## config.mk

```make
export PLATFORM = sky130hd
export DESIGN_NAME = io1in_debounce
export DESIGN_NICKNAME = d
export VERILOG_FILES = /design/src/rtl/io1in_pkg.sv /design/src/rtl/io1in_sync.sv /design/src/rtl/io1in_debounce.sv
export SDC_FILE = /design/constraint.sdc
export NUM_CORES = 1
export LEC_CHECK = 0
export CORE_MARGIN = 10
export CORE_UTILIZATION = 51
export CTS_BUF_LIST = sky130_fd_sc_hd__clkbuf_16
export CTS_CLUSTER_SIZE = 14
export DETAILED_ROUTE_END_ITERATION = 10
export MAX_ROUTING_LAYER = met4
export PLACE_DENSITY = 0.81
export SETUP_SLACK_MARGIN = 0.02
export SLEW_MARGIN = 20
export SYNTH_ARGS = -nofsm -noshare
export SYNTH_HDL_FRONTEND = slang
export SYNTH_HIERARCHICAL = 1
export SYNTH_SLANG_ARGS = --single-unit
```

## constraint.sdc

```tcl
create_clock -name real_clk -period 2.3 [get_ports real_clk]
set_clock_uncertainty 0.05 [all_clocks]
set_input_delay 0.23 -clock real_clk [delete_from_list [all_inputs] [get_ports real_clk]]
set_output_delay 0.23 -clock real_clk [all_outputs]
set_load 0.02 [all_outputs]
```

## src/rtl/io1in_pkg.sv

```systemverilog
// Shared types and constants for the io1in pad-input debounce slice.
package io1in_pkg;

  typedef enum logic {
    STABLE   = 1'b0,
    COUNTING = 1'b1
  } db_state_t;

  localparam logic EDGE_RISE = 1'b1;
  localparam logic EDGE_FALL = 1'b0;

  localparam int GLITCH_W = 8;

endpackage

```

## src/rtl/io1in_sync.sv

```systemverilog
// Multi-flop synchronizer bringing the asynchronous pad level into real_clk.
module io1in_sync #(
  parameter int   STAGES = 2,
  parameter logic INIT   = 1'b0
) (
  input  logic real_clk,
  input  logic real_rst,
  input  logic async_level,
  output logic sync_level
);

  logic [STAGES-1:0] chain;

  always_ff @(posedge real_clk or posedge real_rst) begin
    if (real_rst) chain <= {STAGES{INIT}};
    else          chain <= {chain[STAGES-2:0], async_level};
  end

  assign sync_level = chain[STAGES-1];

endmodule

```

## src/rtl/io1in_debounce.sv

```systemverilog
// Pad input consumer: synchronizer, counter debouncer, edge pulses and a one-entry event register.
// Build option IO1IN_GLITCH_CNT_EN enables the saturating rejected-glitch counter.
//
//   state    | meaning
//   STABLE   | synchronized input matches level_out, counter idle
//   COUNTING | input differs from level_out, counting consecutive samples
module io1in_debounce
  import io1in_pkg::*;
#(
  parameter int   SYNC_STAGES = 2,
  parameter int   DB_CYCLES   = 16,
  parameter int   CNT_W       = 8,
  parameter logic INIT_LEVEL  = 1'b0
) (
  input  logic                real_clk,
  input  logic                real_rst,
  input  logic                pin_in,
  output logic                level_out,
  output logic                rise_pulse,
  output logic                fall_pulse,
  output logic                evt_valid,
  input  logic                evt_ready,
  output logic                evt_edge,
  output logic                evt_overflow,
  input  logic                ovf_clr,
  output logic [GLITCH_W-1:0] glitch_cnt
);

  localparam logic [CNT_W-1:0] CNT_ONE = CNT_W'(1);
  localparam logic [CNT_W-1:0] DB_LAST = CNT_W'(DB_CYCLES - 1);

  logic             sync_q;
  db_state_t        state;
  logic [CNT_W-1:0] cnt;
  logic             reject;
  logic             pulse;

  io1in_sync #(
    .STAGES (SYNC_STAGES),
    .INIT   (INIT_LEVEL)
  ) u_sync (
    .real_clk    (real_clk),
    .real_rst    (real_rst),
    .async_level (pin_in),
    .sync_level  (sync_q)
  );

  assign reject = (state == COUNTING) && (sync_q == level_out);
  assign pulse  = rise_pulse | fall_pulse;

  // Accepting a change copies sync_q, which is the new level since it differs from level_out.
  always_ff @(posedge real_clk or posedge real_rst) begin
    if (real_rst) begin
      state      <= STABLE;
      cnt        <= '0;
      level_out  <= INIT_LEVEL;
      rise_pulse <= 1'b0;
      fall_pulse <= 1'b0;
    end else begin
      rise_pulse <= 1'b0;
      fall_pulse <= 1'b0;
      case (state)
        STABLE: begin
          cnt <= '0;
          if (sync_q != level_out) begin
            if (DB_CYCLES == 1) begin
              level_out  <= sync_q;
              rise_pulse <= sync_q;
              fall_pulse <= ~sync_q;
            end else begin
              state <= COUNTING;
              cnt   <= CNT_ONE;
            end
          end
        end
        COUNTING: begin
          if (reject) begin
            state <= STABLE;
            cnt   <= '0;
          end else if (cnt == DB_LAST) begin
            level_out  <= sync_q;
            rise_pulse <= sync_q;
            fall_pulse <= ~sync_q;
            state      <= STABLE;
            cnt        <= '0;
          end else begin
            cnt <= cnt + CNT_ONE;
          end
        end
        default: begin
          state <= STABLE;
          cnt   <= '0;
        end
      endcase
    end
  end

  // A pulse coinciding with a handshake replaces the old event without a bubble.
  always_ff @(posedge real_clk or posedge real_rst) begin
    if (real_rst) begin
      evt_valid    <= 1'b0;
      evt_edge     <= 1'b0;
      evt_overflow <= 1'b0;
    end else begin
      if (pulse && (!evt_valid || evt_ready)) begin
        evt_valid <= 1'b1;
        evt_edge  <= rise_pulse ? EDGE_RISE : EDGE_FALL;
      end else if (!pulse && evt_valid && evt_ready) begin
        evt_valid <= 1'b0;
      end

      if (pulse && evt_valid && !evt_ready) evt_overflow <= 1'b1;
      else if (ovf_clr)                     evt_overflow <= 1'b0;
    end
  end

`ifdef IO1IN_GLITCH_CNT_EN
  logic [GLITCH_W-1:0] glitch_q;

  always_ff @(posedge real_clk or posedge real_rst) begin
    if (real_rst)                      glitch_q <= '0;
    else if (reject && glitch_q != '1) glitch_q <= glitch_q + GLITCH_W'(1);
  end

  assign glitch_cnt = glitch_q;
`else
  assign glitch_cnt = '0;
`endif

endmodule
```

Yosys cells after proc, flatten, opt, wreduce, memory -nomap -nowiden
Cells that the tools add are included.
{"block": "op_classes", "eq_ne": 3, "add_sub_neg": 1, "bitwise_logic": 4, "reduce_logical": 13, "muxes": 19}
{"op": "$mux W8", "count": 2}
{"op": "$pmux W8 S2", "count": 1}
{"op": "$mux W1", "count": 15}
{"op": "$add A8 B1 Y8 const B", "count": 1}
{"op": "$eq A8 B4 Y1 const B", "count": 1}
{"op": "$logic_and A1 B1 Y1", "count": 6}
{"op": "$reduce_bool A2 Y1", "count": 2}
{"op": "$logic_not A1 Y1", "count": 3}
{"op": "$not A1 Y1", "count": 3}
{"op": "$reduce_and A3 Y1", "count": 1}
{"op": "$pmux W1 S2", "count": 1}
{"op": "$eq A1 B1 Y1", "count": 1}
{"op": "$logic_or A1 B1 Y1", "count": 1}
{"op": "$ne A1 B1 Y1", "count": 1}
{"op": "$or A1 B1 Y1", "count": 1}
{"block": "word_totals", "reg_bits": 17, "word_cells": 49}

Logic depth before layout (Yosys ltp)
{"block": "logic_depth", "depth_word": 6, "ltp_mapped": 4, "depth_no_buf": 4}

Cells and area by module
The synthesis kept the hierarchy.
{"mod": "io1in_debounce", "area_each_um2": 760.7, "cells_per_inst": 71, "n_inst": 1, "seq_area_each_um2": 375.4}
{"mod": "io1in_sync", "area_each_um2": 53.8, "cells_per_inst": 3, "n_inst": 1, "seq_area_each_um2": 50.0}

Worst setup path before layout
No wires, ideal clock.
{"block": "synth_path", "kind": "reg-to-reg", "startpoint": "reg cnt[0]", "endpoint": "reg level_out", "setup_slack_ps": 910, "stages_incl_launch_ff": 5, "arrival_time_ps": 1215, "n_path_buf": 0, "setup_ps": 125, "required_time_ps": 2125, "period_less_slack_ps": 1390, "path_cell_list": "dfrtp_1 ha_1 and3_4 nand3_2 mux2_4"}
{"block": "synth_via", "elab_chain_len": 2}
{"element": "start: declaration", "line": "io1in_debounce.sv:34", "rtl": "logic [CNT_W-1:0] cnt;"}
{"element": "start signal: assignment", "line": "io1in_debounce.sv:87", "rtl": "cnt <= cnt + CNT_ONE;"}
{"element": "$eq A8 B4 Y1", "line": "io1in_debounce.sv:80", "rtl": "end else if (cnt == DB_LAST) begin"}
{"element": "$reduce_and A3 Y1 (no line)"}
{"element": "end signal: assignment", "line": "io1in_debounce.sv:67", "rtl": "level_out <= sync_q;"}
{"element": "end signal: assignment", "line": "io1in_debounce.sv:81", "rtl": "level_out <= sync_q;"}
{"element": "end: declaration", "line": "io1in_debounce.sv:18", "rtl": "output logic level_out,"}
No other way between the ends.
A chain may end at the register's enable or synchronous reset.

Worst setup path after layout
{"block": "layout_path", "startpoint": "reg level_out", "endpoint": "out level_out"}
No word-level cell between the ends.

==> results.toml <==
[synth]
synth_xor_area_share_pct = 2.15
synth-simple-area-share_pct = 20.4
synth_seq_area_share_pct = 52.2
synthMuxAreaShare_pct = 1.84
synth-async-reset-ratio_pct = 100
syn-instance-count = 74
netlist_area_um2 = 815
ys_ff_latch = 17
synth_adder_area_share_pct = 1.54
avgSynthCellArea_um2 = 11.0
yosysUniqueCellTypes = 30
synth_compound_area_share_pct = 11.7
yosysWarnings = 6
synth_top_family_by_area = "simple AND/OR/NAND/NOR gates"
synth_edf_count = 0
synth_top_flop_cell = "dfrtp_1"

[cts]
clock_latency_ns = 0.25
cts.sinks = 17
cts_hold_buf = 0
clkTransAtPathRegs_ns = 0.05
cts_buffers = 3
htreeDepth = 1
cts_setup_buffers = 0
max-clock-path-buffers = 2
ctsResizeCount = 0
cts_tree = "done"
root_buffer = "clkbuf_16"

[placed_design]
io_buffers = 10
gp_congestion = 0.792
place_hpwl_um = 1170
pre_cts_slack_ns = 0.843

[die]
core_area_mm2 = 0.00151
initial_utilization_pct = 54.1
dieArea_mm2 = 0.00360
rows = 14
ios = 19
die_h_um = 60.0
die_w_um = 60.0

[setup_path]
reg2reg_depth = 4
crit_path_end_kind = "primary output"
crit_required_ns = 2.02
cp_cell_sequence = "clkdlybuf4s50_1"
worst-path-stages = 1
crit_buf_inv = 1
critPathMaxFanout = 5
cp-start-kind = "flop"
worst_path_largest_cell_delay_ns = 0.64
crit_family = "buffers and inverters"
worstSetupPathType = "flop to primary output"
cp_data_arrival_time_ns = 1.32
crit_slowest_cell = "clkdlybuf4s50_1"

[run]
cap_violations = 0

[sta]
hold_viol = 0
worst_slew_pin_slew_ns = 0.568
rsz0062_at_grt = "false"
setup_ws_ns = 0.705
fin_crit_ns = 1.60
drv_slew = 0
period_share_pct = 69.4
max_slew_margin_pct = 62.1
finalSetupViolCount = 0
finalSetupTns_ns = 0
max_freq_mhz = 627

[grt]
grt_usage_pct = 10.1
grt_overflow = 0
grt_pass1_wl_um = 2710
grt_max_degree = 16
antenna_found_initial = 0
grt_pass1_vias = 565

[cells_and_area]
nNetsFinal = 94
multi_input_area_um2 = 337
num_antenna_cells = 0
regArea_um2 = 425
final_layout_size_suffix_gt1_share_pct = 12.6
n_fill_cell = 110
area_growth_pct = 20.4
final_util_pct = 65.1

[route]
wirelength_um = 1610
vias = 567
wl_met1_um = 658
ant_nets = 0
dr.pass1.iters = 4
highest_layer = "met4"
routedWlPerCell_um = 15.6
wl_met2_um = 807
drtIter0Drc = 12
drc = 0
wl_met3_um = 120
avgViaCountPerCell = 5.50

[min_path]
min_path_type = "input port to async pin"

[power]
share_comb_of_total_power_pct = 5.1
power_frac_seq_pct = 45.0
p_leak_uw = 0.000437
sw_frac_of_total_pct = 20.5
power_density_mw_per_mm2 = 703
vdd_drop_max_v = 0.000500
clkPwrFrac_pct = 49.9
p_switching_uw = 141
internal_power_uw = 548

[run_status]
status = "finished, final reports clean"
registers in the layout (all words and copies together), names as in the netlist:
name / cells
cnt: 8
u_sync/chain: 2
evt_edge: 1
evt_overflow: 1
evt_valid: 1
fall_pulse: 1
level_out: 1
rise_pulse: 1
state: 1
power groups by stage:
stage | Clock, µW | Combinational, µW | Sequential, µW
floorplan | 0 | 34.9 | 314
global placement | 0 | 34.2 | 315
detailed placement | 0 | 35.0 | 315
CTS | 349 | 35.1 | 310
global route | 364 | 39.4 | 311
finish | 345 | 35.0 | 310
synth_stat cells (all sizes together) (2+ instances only):
master | number | area, µm²
a21oi | 4 | 20.0
and3 | 2 | 17.5
buf | 8 | 60.1
dfrtp | 17 | 425
inv | 5 | 18.8
nand2 | 5 | 18.8
nand2b | 2 | 12.5
nand3 | 4 | 25.0
nand4 | 2 | 12.5
nor2 | 2 | 7.51
nor3b | 2 | 15.0
o21ai | 3 | 15.0
or3 | 3 | 18.8
layout make-up:
cell class | instances | area share (%)
inverter | 5 | 1.91
clock inverter | 1 | 0.510
timing repair buffer | 10 | 10.2
multi-input combinational | 51 | 34.3
tap | 16 | 2.04
clock buffer | 3 | 7.65
sequential | 17 | 43.4
worst paths after layout:
| check | start | to | slack [ns] |
|---|---|---|---|
| min in group real_clk | u_sync/chain[0] | u_sync/chain[1] | 0.31 |
| worst max-delay path | level_out | level_out | 0.70 |
| max in group asynchronous | real_rst | cnt[4] | 1.51 |
| worst min-delay path | real_rst | u_sync/chain[0] | 0.1 |
| worst max register to register | cnt[0] | level_out | 0.83 |
| worst min register to register | u_sync/chain[0] | u_sync/chain[1] | 0.31 |
metal layers:
metal  vias up  global-route usage (%)
met4         0                    3.85
met1       275                    11.3
met3         4                    3.39
met2        16                    16.2
li1        272                       -
met5         -                       -
through the flow:
step,area (µm²),cells,hold WS [ns],total power [µW]
6_report,981,103,0.0988,690
5_1_grt,981,103,0.129,714
4_1_cts,981,103,0.102,694
3_5_place_dp,901,99,0.288,350
3_3_place_gp,901,99,0.294,349
2_1_floorplan,841,81,-0.0788,349
cell usage in the layout (no fill, tap or decap), drive strengths merged:
cell / n
dfrtp: 17
nor3b: 2
nand2b: 2
mux2: 1
xor2: 1
clkdlybuf4s50: 10
o21ai: 3
o22ai: 1
nand3: 4
a21oi: 4
xnor2: 1
clkbuf: 3
nor4: 1
nand2: 5
inv: 5
o211ai: 1
a21boi: 1
or3: 3
and2: 1
nor2: 2
and3: 2
nand4: 2
conb: 8
a22o: 1
or4: 1
a21o: 1
clkinv: 1
a31oi: 1
ha: 1
a221o: 1
logic make-up (layout without fill, tap and decap cells):
logic type / Yosys count / count (layout)
AND/OR/NAND/NOR: 25 / 25
flip-flops: 17 / 17
AO/OA/AOI/OAI: 14 / 14
buffers and inverters: 13 / 19
XOR/XNOR: 2 / 2
adder cells (fa/ha/maj): 1 / 1
other: 1 / 8
multiplexers: 1 / 1
No activity file was read; power rests on OpenSTA's default activity.
